File: config.mk
export PLATFORM = sky130hd
export DESIGN_NAME = mem_copy_engine_flat
export DESIGN_NICKNAME = d
export VERILOG_FILES = /design/src/rtl/mem_copy_pkg.sv /design/src/rtl/mem_copy_engine_if.sv /design/src/rtl/mem_range_check.sv /design/src/rtl/mem_copy_engine.sv /design/src/flat_wrapper.sv
export SDC_FILE = /design/constraint.sdc
export NUM_CORES = 1
export LEC_CHECK = 0
export BUFFER_PORTS_ARGS = -buffer_cell sky130_fd_sc_hd__clkbuf_2
export CAP_MARGIN = 10
export CORE_UTILIZATION = 55
export CTS_BUF_LIST = sky130_fd_sc_hd__clkbuf_16
export CTS_CLUSTER_SIZE = 28
export DETAILED_ROUTE_END_ITERATION = 16
export PLACE_DENSITY_LB_ADDON = 0.12
export SYNTH_ARGS = -nofsm -noshare
export SYNTH_HDL_FRONTEND = slang
export SYNTH_SLANG_ARGS = --single-unit
File: constraint.sdc
create_clock -name clock -period 2.8 [get_ports clock]
set_clock_uncertainty 0.1 [all_clocks]
set_input_delay 0.7 -clock clock [delete_from_list [all_inputs] [get_ports clock]]
set_output_delay 0.7 -clock clock [all_outputs]
set_load 0.02 [all_outputs]
File: src/rtl/mem_copy_pkg.sv
// mem_copy_pkg
// Shared definitions for the memory copy engine: the controller state
// encoding, the default legal memory window and the default address stride.
// No ports; imported with `import mem_copy_pkg::*;`.
package mem_copy_pkg;

  typedef enum logic [1:0] {
    ST_IDLE  = 2'd0,
    ST_READ  = 2'd1,
    ST_WRITE = 2'd2,
    ST_DONE  = 2'd3
  } state_t;

  // Default legal data-memory window, both ends inclusive.
  localparam int MEM_BASE_DEFAULT  = 1024;
  localparam int MEM_LIMIT_DEFAULT = 1280;

  // Default byte increment between consecutive 32-bit words.
  localparam int STRIDE_DEFAULT = 4;

endpackage : mem_copy_pkg

File: src/rtl/mem_copy_engine_if.sv
// mem_copy_engine_if
// Bundles the request/status handshake and the data-memory bus of the copy
// engine.
//   start, srcAddr, dstAddr, count : copy request (initiator -> engine)
//   busy, done, error              : status (engine -> initiator)
//   memWrite, address, wdata       : memory bus driven by the engine
//   rdata                          : combinational memory read data
// Modports: slave = copy engine, master = requester / memory side.
interface mem_copy_engine_if #(
  parameter int ADDR_W = 32,
  parameter int DATA_W = 32,
  parameter int CNT_W  = 9
);

  logic              start;
  logic [ADDR_W-1:0] srcAddr;
  logic [ADDR_W-1:0] dstAddr;
  logic [CNT_W-1:0]  count;
  logic              busy;
  logic              done;
  logic              error;
  logic              memWrite;
  logic [ADDR_W-1:0] address;
  logic [DATA_W-1:0] wdata;
  logic [DATA_W-1:0] rdata;

  modport slave (
    input  start, srcAddr, dstAddr, count, rdata,
    output busy, done, error, memWrite, address, wdata
  );

  modport master (
    output start, srcAddr, dstAddr, count, rdata,
    input  busy, done, error, memWrite, address, wdata
  );

endinterface : mem_copy_engine_if

File: src/rtl/mem_range_check.sv
// mem_range_check
// Combinational window comparator used when MEM_COPY_BOUNDS_CHECK_EN is
// defined.
//   address : byte address under test
//   inRange : 1 when MEM_BASE <= address <= MEM_LIMIT
module mem_range_check
  import mem_copy_pkg::*;
#(
  parameter int ADDR_W    = 32,
  parameter int MEM_BASE  = MEM_BASE_DEFAULT,
  parameter int MEM_LIMIT = MEM_LIMIT_DEFAULT
) (
  input  logic [ADDR_W-1:0] address,
  output logic              inRange
);

  assign inRange = (address >= ADDR_W'(MEM_BASE)) &&
                   (address <= ADDR_W'(MEM_LIMIT));

endmodule : mem_range_check

File: src/rtl/mem_copy_engine.sv
// mem_copy_engine
// Small DMA helper that copies `count` 32-bit words from srcAddr to dstAddr,
// one READ cycle and one WRITE cycle per word, then pulses done. It owns the
// data-memory port only while busy is high; an external mux uses busy to
// choose between the CPU and this block.
//   clock : rising-edge clock
//   reset : synchronous, active-high
//   bus   : mem_copy_engine_if.slave (request, status and memory bus)
// Build option: define MEM_COPY_BOUNDS_CHECK_EN to check every READ/WRITE
// address against [MEM_BASE, MEM_LIMIT]; a violation suppresses the write,
// ends the transfer and sets error until the next accepted start. Without
// the macro, error is tied to 0.
module mem_copy_engine
  import mem_copy_pkg::*;
#(
  parameter int ADDR_W    = 32,
  parameter int DATA_W    = 32,
  parameter int CNT_W     = 9,
`ifdef MEM_COPY_BOUNDS_CHECK_EN
  parameter int MEM_BASE  = MEM_BASE_DEFAULT,
  parameter int MEM_LIMIT = MEM_LIMIT_DEFAULT,
`endif
  parameter int STRIDE    = STRIDE_DEFAULT
) (
  input logic              clock,
  input logic              reset,
  mem_copy_engine_if.slave bus
);

  state_t            state;
  logic [ADDR_W-1:0] src_ptr;
  logic [ADDR_W-1:0] dst_ptr;
  logic [ADDR_W-1:0] address_q;
  logic [DATA_W-1:0] word_buf;     // doubles as the wdata register
  logic [CNT_W-1:0]  remaining;
  logic              busy_q;
  logic              done_q;
  logic              mem_write_q;
  logic              error_q;
  logic              addr_ok;

  // Word-aligned versions of the requested start addresses.
  logic [ADDR_W-1:0] src_aligned;
  logic [ADDR_W-1:0] dst_aligned;
  assign src_aligned = {bus.srcAddr[ADDR_W-1:2], 2'b00};
  assign dst_aligned = {bus.dstAddr[ADDR_W-1:2], 2'b00};

`ifdef MEM_COPY_BOUNDS_CHECK_EN
  logic in_range;

  // address_q is the live bus address, so checking it covers both the
  // source pointer in READ and the destination pointer in WRITE.
  mem_range_check #(
    .ADDR_W    (ADDR_W),
    .MEM_BASE  (MEM_BASE),
    .MEM_LIMIT (MEM_LIMIT)
  ) u_range_check (
    .address (address_q),
    .inRange (in_range)
  );

  assign addr_ok = in_range || (state == ST_IDLE) || (state == ST_DONE);
`else
  assign addr_ok = 1'b1;
`endif

  always_ff @(posedge clock) begin
    // NOTE: every state register here uses <= so all of them update from the
    // same pre-edge values; a blocking = would let later lines see new values.
    if (reset) begin
      state       <= ST_IDLE;
      src_ptr     <= '0;
      dst_ptr     <= '0;
      address_q   <= '0;
      word_buf    <= '0;
      remaining   <= '0;
      busy_q      <= 1'b0;
      done_q      <= 1'b0;
      mem_write_q <= 1'b0;
      error_q     <= 1'b0;
    end else begin
      done_q <= 1'b0;
      case (state)
        ST_IDLE: begin
          if (bus.start) begin
            src_ptr   <= src_aligned;
            dst_ptr   <= dst_aligned;
            remaining <= bus.count;
            error_q   <= 1'b0;
            busy_q    <= 1'b1;
            if (bus.count == '0) begin
              state  <= ST_DONE;
              done_q <= 1'b1;
            end else begin
              state     <= ST_READ;
              address_q <= src_aligned;
            end
          end
        end

        ST_READ: begin
          if (!addr_ok) begin
            state   <= ST_DONE;
            done_q  <= 1'b1;
            error_q <= 1'b1;
          end else begin
            word_buf    <= bus.rdata;
            address_q   <= dst_ptr;
            mem_write_q <= 1'b1;
            state       <= ST_WRITE;
          end
        end

        ST_WRITE: begin
          mem_write_q <= 1'b0;
          if (!addr_ok) begin
            state   <= ST_DONE;
            done_q  <= 1'b1;
            error_q <= 1'b1;
          end else begin
            src_ptr   <= src_ptr + ADDR_W'(STRIDE);
            dst_ptr   <= dst_ptr + ADDR_W'(STRIDE);
            remaining <= remaining - CNT_W'(1);
            if (remaining == CNT_W'(1)) begin
              state  <= ST_DONE;
              done_q <= 1'b1;
            end else begin
              state     <= ST_READ;
              address_q <= src_ptr + ADDR_W'(STRIDE);
            end
          end
        end

        ST_DONE: begin
          busy_q <= 1'b0;
          state  <= ST_IDLE;
        end

        default: state <= ST_IDLE;
      endcase
    end
  end

  assign bus.busy    = busy_q;
  assign bus.done    = done_q;
  assign bus.address = address_q;
  assign bus.wdata   = word_buf;
  // An out-of-window WRITE address must never reach memory, so the
  // registered enable is qualified by the live range check.
  assign bus.memWrite = mem_write_q & addr_ok;

`ifdef MEM_COPY_BOUNDS_CHECK_EN
  assign bus.error = error_q;
`else
  assign bus.error = 1'b0;
`endif

endmodule : mem_copy_engine
File: src/flat_wrapper.sv
// flat-port wrapper written by rule: the top's interface ports become plain ports
module mem_copy_engine_flat import mem_copy_pkg::*;
#(
  parameter int ADDR_W    = 32,
  parameter int DATA_W    = 32,
  parameter int CNT_W     = 9,

  parameter int STRIDE    = STRIDE_DEFAULT
)
  (clock, reset, bus_start, bus_srcAddr, bus_dstAddr, bus_count, bus_rdata, bus_busy, bus_done, bus_error, bus_memWrite, bus_address, bus_wdata);
  mem_copy_engine_if #(.ADDR_W(ADDR_W), .DATA_W(DATA_W), .CNT_W(CNT_W)) bus_i ();
  input logic clock;
  input logic reset;
  input wire logic [$bits(bus_i.start)-1:0] bus_start;
  input wire logic [$bits(bus_i.srcAddr)-1:0] bus_srcAddr;
  input wire logic [$bits(bus_i.dstAddr)-1:0] bus_dstAddr;
  input wire logic [$bits(bus_i.count)-1:0] bus_count;
  input wire logic [$bits(bus_i.rdata)-1:0] bus_rdata;
  output wire logic [$bits(bus_i.busy)-1:0] bus_busy;
  output wire logic [$bits(bus_i.done)-1:0] bus_done;
  output wire logic [$bits(bus_i.error)-1:0] bus_error;
  output wire logic [$bits(bus_i.memWrite)-1:0] bus_memWrite;
  output wire logic [$bits(bus_i.address)-1:0] bus_address;
  output wire logic [$bits(bus_i.wdata)-1:0] bus_wdata;
  assign bus_i.start = bus_start;
  assign bus_i.srcAddr = bus_srcAddr;
  assign bus_i.dstAddr = bus_dstAddr;
  assign bus_i.count = bus_count;
  assign bus_i.rdata = bus_rdata;
  assign bus_busy = bus_i.busy;
  assign bus_done = bus_i.done;
  assign bus_error = bus_i.error;
  assign bus_memWrite = bus_i.memWrite;
  assign bus_address = bus_i.address;
  assign bus_wdata = bus_i.wdata;
  mem_copy_engine #(.ADDR_W(ADDR_W), .DATA_W(DATA_W), .CNT_W(CNT_W), .STRIDE(STRIDE)) u_core (.clock(clock), .reset(reset), .bus(bus_i));
endmodule
After elaboration in Yosys (flattened, before gate mapping). Index checks and enable logic that the tools add are counted.

Add/subtract/negate cells: 3. Eq/ne operators: 7. Multiplexer cells: 21. Reduce and logical (&&, ||, !) cells: 9.

Operator list (number): two-way mux 32 bit (5); one-hot mux 32 bit (2 select lines) (2); one-hot mux 32 bit (3 select lines) (1); adder 32 x 3 -> 32 bit (second input constant) (2); one-hot mux 9 bit (2 select lines) (1); == test 9 x 1 -> 1 bit (second input constant) (1); zero test 9 bit (1); two-way mux 9 bit (1); subtractor 9 x 1 -> 9 bit (second input constant) (1); one-hot mux 2 bit (4 select lines) (1); two-way mux 2 bit (3); inequality test 2 bit (second input constant) (3); one-hot mux 1 bit (2 select lines) (3); nonzero test 2 bit (3); == test 2 bit (second input constant) (2); two-way mux 1 bit (4); AND reduction 2 bit (2); AND reduction 4 bit (1); nonzero test 3 bit (1); == test 2 x 1 -> 1 bit (second input constant) (1); zero test 2 bit (1).

Bits in registers: 142. Output and inout port bits: 68. Logic and storage cells: 49.

Depth between registers and ports, before layout. Gate-level depths: netlist of run 1.

Depth in word-level cells: 4. Depth in mapped cells: 10. Gate-level depth less buffers: 7.

Worst setup path after synthesis of run 1. Ideal clock, no wire load.

Path type: in2reg. Start: input port bus_count[2]. End: register u_core.address_q[26] (netlist: u_core.bus.address[26]). Arrival time: 2.247 ns. Path slack: 0.366 ns. Cell stages on the path: 7. Cells stage by stage: or4_1 > nor4_4 > or4_4 > buf_6 > buf_6 > nand2_1 > a221oi_2.

Cells in the longest elaborated chain, start to end: 3.

Ends and longest elaborated chain: start: declaration (line flat_wrapper.sv:17) `input wire logic [$bits(bus_i.count)-1:0] bus_count;`; zero test 9 bit (line mem_copy_engine.sv:91) `if (bus.count == '0) begin`; inequality test 2 bit (no line); AND reduction 4 bit (no line); end signal: assignment (line mem_copy_engine.sv:96) `address_q <= src_aligned;`; end signal: assignment (line mem_copy_engine.sv:108) `address_q <= dst_ptr;`; end signal: assignment (line mem_copy_engine.sv:129) `address_q <= src_ptr + ADDR_W'(STRIDE);`; end: declaration (line mem_copy_engine.sv:33) `logic [ADDR_W-1:0] address_q;`.

Every way passes these cells. A chain may end at the register's enable or synchronous reset.

Worst setup path in the final report of run 1.
Start: register u_core.state[1]. End: register u_core.address_q[14] (netlist: u_core.bus.address[14]).

Cells in the longest elaborated chain, start to end: 3. Elaborated cells between the ends (all ways): 9. Classes of those cells: 5 x eq/ne; 1 x mux; 3 x reduce/logical.

Ends and longest elaborated chain: start: declaration (line mem_copy_engine.sv:30) `state_t state;`; start signal: assignment (line mem_copy_engine.sv:71) `state <= ST_IDLE;`; start signal: assignment (line mem_copy_engine.sv:92) `state <= ST_DONE;`; start signal: assignment (line mem_copy_engine.sv:95) `state <= ST_READ;`; == test 2 bit (tied with other cells) (line mem_copy_engine.sv:83) `case (state)`; inequality test 2 bit (no line) or nonzero test 3 bit (tied branches); AND reduction 4 bit (no line).

Parallel ways exist; a longest one is shown, timed or not.

==> impl_metrics.ini, run 1 <==
[run_status]
outcome = complete, no violations

[worst_setup_path]
start_kind = flip-flop
critPathTopFamily = simple AND/OR/NAND/NOR gates
worstSetupEndpointType = flip-flop
crit_chain = inv_1 -> ha_1 -> buf_4 -> nor2b_1 -> or4_4 -> buf_4 -> o41ai_1
critPathSlowestCell = or4_4
path_class = reg2reg
cpMostUsedCell = buf_4
path_max_fanout = 20
path_buf_inv = 3
cp.arrival_ps = 2830
cp_data_required_time_ps = 3010
cp_slowest_stage_delay_ps = 610

[place]
place_area_um2 = 8840
gp_congestion = 0.880
numPortBuffers = 170
dpl.hpwl_mm = 15.5
pre_cts_slack_ps = -20.7

[final_layout]
fillers = 1208
area_growth_pct = 20.9
fin_util = 0.679
final_net_count = 1236
layout-drive-gt1-share = 0.239
layout_common_cells = 169 x clkbuf_2, 137 x dfxtp_1, 93 x a21oi_1
layout_commonest_cell = clkbuf_2
antenna_cells = 0
fin_area_um2 = 9430

[floorplan]
start_util = 0.562
io_pins = 176
row_count = 43
dieHeight_um = 121
dieWidth_um = 121
core-area_um2 = 13900
dieArea_um2 = 14700

[detailed_routing]
drtPass1Iterations = 5
vias_per_cell = 6.26
drtIter0Drc = 841
ant_nets = 0
totalWireLength_mm = 23.2
drc = 0
vias = 8218
wl_per_cell_um = 17.7

[clock_network]
cts_root_buffer = clkbuf_16
tritoncts = yes
htreeDepth = 4
cts_hold_buf = 0
cts_inserted_buffers = 17
clock_path_buffers = 2
post_cts_buffers = 0
clk_latency_ps = 430
path_clk_slew_ps = 60
clock_sinks = 137

[sta]
fmax_ghz = 0.382
hold_violations = 0
setup_violations = 0
fin_crit_sh = 0.935
whs_ps = 365
rsz0062_at_grt = false
finalCriticalPeriod_ps = 2620
relSlewSlack = 0.518
fin_setup_tns_ps = 0
worst_pin_slew_ps = 717
setup_slack_ps = 182
maxSlewViolCount = 0

[synthesis]
netlist.area_leader.share = 0.352
syn_nets = 1106
ys.flop_type = dfxtp_1
synth_top_area_cell = dfxtp_1
postSynthCellCount = 990
synth_warnings = 0
yosysSeqAreaShare = 0.352
synth_area_um2 = 7800
synth-edff-count = 0
synthArstFlopShare = 0
avgSynthCellArea_um2 = 7.88
synth.area.top_cells = dfxtp_1 35%, a21oi_1 6.0%, mux2i_1 5.0%
ys_ff_latch = 137
yosysUniqueCellTypes = 80

[global_routing]
antenna_found_initial = 0
grt_pass1_wl_mm = 37.0
gr-total-overflow = 0
grt_pass1_vias = 7524
grt_max_degree = 126
grt_usage = 0.318

[min_path]
hold_class = reg2reg

[power]
irDropWorstVdd_mv = 0.501
pwr_density_cell_nw_per_um2 = 672
p_leak_uw = 0.00369

[job]
cap_violations = 0
-- Yosys cell counts, drive strengths merged, types with 16 or more instances --
| library cell | n |
|---|---|
| nand4 | 18 |
| nor4 | 16 |
| dfxtp | 137 |
| clkbuf | 62 |
| nor3 | 33 |
| nor2b | 20 |
| mux2i | 39 |
| nand2 | 81 |
| a21oi | 93 |
| nand3 | 43 |
| buf | 36 |
| a211oi | 26 |
| o21ai | 65 |
| nor2 | 92 |
-- power breakdown --
group | switching, µW | internal, µW | total, µW
Combinational | 1010 | 658 | 1670
Sequential | 241 | 2200 | 2440
Clock | 974 | 1250 | 2230
Total | 2220 | 4110 | 6330
-- registers in the layout, summed over array words and instances (netlist names) --
register / flops
u_core.remaining: 9
u_core.bus.address: 31
u_core.bus.busy: 1
u_core.dst_ptr: 30
u_core.bus.wdata: 32
u_core.state: 2
u_core.bus.done: 1
u_core.bus.memWrite: 1
u_core.src_ptr: 30
-- kinds of logic (layout without fill, tap and decap cells) --
kind of cell | count (synthesis) | in the layout | share of synthesized area
DFF | 137 | 137 | 0.352
muxes | 40 | 40 | 0.0515
AOI/OAI and AO/OA | 316 | 316 | 0.273
xor gates and xnor gates | 10 | 10 | 0.0112
and+or+nand+nor | 365 | 365 | 0.238
buffers and inverters | 113 | 256 | 0.0608
other | 1 | 1 | 0.000481
adders and majority gates | 8 | 8 | 0.0128
-- layer usage --
metal,vias to the layer above,part of all wire,GRT usage
li1,3952,-,-
met1,3869,0.44,0.420
met2,351,0.46,0.505
met3,46,0.069,0.0691
met4,0,0.025,0.126
met5,-,0,0
-- timing repair --
action / 4_1_cts / 5_1_grt
endpoints found under the setup margin: 0 / 11
hold endpoints to repair: 0 / 0
gates resized for setup: 0 / 1
-- area by class of cell --
type	count	area, µm²	area share
inverters	15	56.3	0.00597
clock buffers	17	425	0.0451
flip-flops and latches	137	2740	0.291
multi-input cells	740	4630	0.491
repair buffers	209	1200	0.127
well taps	180	225	0.0239
clock inverters	15	155	0.0165
-- final timing paths --
check	to	slack, ps	cells after the start	from
setup / recovery	u_core.bus.address[14]	180	7	u_core.state[1]
hold / removal	u_core.bus.address[2]	360	2	u_core.bus.address[2]
setup reg to reg	u_core.bus.address[14]	180	7	u_core.state[1]
hold reg to reg	u_core.bus.address[2]	360	2	u_core.bus.address[2]
-- metrics by stage --
stage | power [µW] | instances
6_report | 6330 | 1313
2_1_floorplan | 3530 | 990
3_5_place_dp | 4120 | 1281
5_1_grt | 6620 | 1313
4_1_cts | 6340 | 1313
3_3_place_gp | 4090 | 1281
-- worst min-delay path, cell delays in order (launching register included) --
cell and delay (ps):
dfxtp_1 310, nand2_1 50, a21oi_1 60
(Power assumes the default switching activity.)
==> run 2, diff against run 1 <==
--- a/config.mk
+++ b/config.mk
@@ -12,6 +12,7 @@
 export CTS_CLUSTER_SIZE = 28
 export DETAILED_ROUTE_END_ITERATION = 16
 export PLACE_DENSITY_LB_ADDON = 0.12
+export REMOVE_ABC_BUFFERS = 1
 export SYNTH_ARGS = -nofsm -noshare
 export SYNTH_HDL_FRONTEND = slang
 export SYNTH_SLANG_ARGS = --single-unit
==> impl_metrics.ini, run 2 (synthesis results as in run 1) <==
[clock_network]
tritoncts = yes
htreeDepth = 4
path_clk_slew_ps = 60
clk_latency_ps = 430
clock_path_buffers = 2
cts_resized = 1
clock_sinks = 137
cts_inserted_buffers = 17
post_cts_buffers = 0
cts_hold_buf = 0
cts_root_buffer = clkbuf_16

[detailed_routing]
wl_per_cell_um = 17.5
drc = 0
ant_nets = 0
drtIter0Drc = 748
met2_length_mm = 10.3
highest_layer = met4
drtPass1Iterations = 5
vias_per_cell = 6.26
wl_met3_mm = 2.01
totalWireLength_mm = 23.0
vias = 8230
drt-met1-wl_mm = 10.3

[worst_setup_path]
path_max_fanout = 11
worstSetupEndpointType = flip-flop
path_class = reg2reg
cp.arrival_ps = 2840
cp_data_required_time_ps = 3000
start_kind = flip-flop

[sta]
worst_pin_slew_ps = 771
finalCriticalPeriod_ps = 2650
maxSlewViolCount = 0
hold_violations = 0
fmax_ghz = 0.378
rsz0062_at_grt = false
fin_crit_sh = 0.946
fin_setup_tns_ps = 0
relSlewSlack = 0.482
setup_violations = 0
setup_slack_ps = 152

[power]
p_clk_frac = 0.356
p_leak_uw = 0.00372
pwr_density_cell_nw_per_um2 = 673
pwr-share-seq = 0.380
combPwrFrac = 0.264
irDropWorstVdd_mv = 0.509
p_int_uw = 4260
switching_share = 0.333
p_sw_uw = 2120

[floorplan]
io_pins = 176
core-area_um2 = 13900
start_util = 0.562
dieWidth_um = 121
dieArea_um2 = 14700
dieHeight_um = 121
row_count = 43

[global_routing]
gr-total-overflow = 0
grt_pass1_wl_mm = 37.4
grt_usage = 0.322
antenna_found_initial = 0
grt_max_degree = 89
grt_pass1_vias = 7442

[place]
numPortBuffers = 170
gp_congestion = 0.897
place_area_um2 = 8890
pre_cts_slack_ps = -62.3
dpl.hpwl_mm = 15.6

[final_layout]
area_growth_pct = 21.6
final_net_count = 1238
layout_common_cells = 169 x clkbuf_2, 137 x dfxtp_1, 93 x a21oi_1
fillers = 1167
antenna_cells = 0
layout-drive-gt1-share = 0.238
largest_reg_flops = 32
layout_commonest_cell = clkbuf_2
fin_area_um2 = 9490

[min_path]
hold_class = reg2reg

[run_status]
outcome = complete, no violations

[job]
cap_violations = 0
==> run 2: changes by cell type in the layout (fill, tap and decap cells not counted), sizes merged <==
cell	previous run	this run
clkinv	4	8
bufinv	1	3
inv	23	17
buf	40	42
==> run 2: area by class of cell <==
cell class	count	area [µm²]	share of cell area
Multi-Input combinational cell	740	4630	0.488
Sequential cell	137	2740	0.289
Timing Repair Buffer	211	1250	0.132
Clock buffer	17	425	0.0448
Tap cell	180	225	0.0237
Clock inverter	15	159	0.0168
Inverter	15	56.3	0.00594
==> run 2: power groups by stage <==
| stage | registers, µW | logic (µW) | clock network (µW) |
|---|---|---|---|
| after global routing | 2450 | 1840 | 2380 |
| after floorplan | 2560 | 901 | 0 |
| after detailed placement | 2450 | 1660 | 0 |
| after CTS | 2420 | 1680 | 2300 |
| after global placement | 2450 | 1640 | 0 |
| final | 2420 | 1680 | 2270 |
==> run 2: critical path, stage by stage (launching register included) <==
cell and delay, ps:
dfxtp_1 430, ha_1 290, and4_1 370, and3_1 470, a21oi_1 110, a2111oi_0 600, o41ai_2 140
==> run 2: routing by layer <==
metal | vias to the layer above | GRT usage
li1 | 3973 | -
met1 | 3849 | 0.446
met2 | 367 | 0.480
met3 | 41 | 0.0747
met4 | 0 | 0.129
met5 | - | 0
==> run 2: worst paths after layout <==
kind                                       startpoint  cells after the start  slack (ps)                endpoint
worst max-delay path                u_core.src_ptr[2]                      6         150  u_core.bus.address[24]
worst min-delay path            u_core.bus.address[4]                      2         360   u_core.bus.address[4]
worst min register to register  u_core.bus.address[4]                      2         360   u_core.bus.address[4]
worst max register to register      u_core.src_ptr[2]                      6         150  u_core.bus.address[24]
==> run 2: stage by stage <==
stage	utilization	std cells	hold slack, ps	power (µW)
finish	0.683	1315	356	6380
global placement	0.641	1283	343	4090
detailed placement	0.641	1283	346	4120
CTS	0.683	1315	358	6390
global route	0.683	1315	370	6680
floorplan	-	892	365	3470
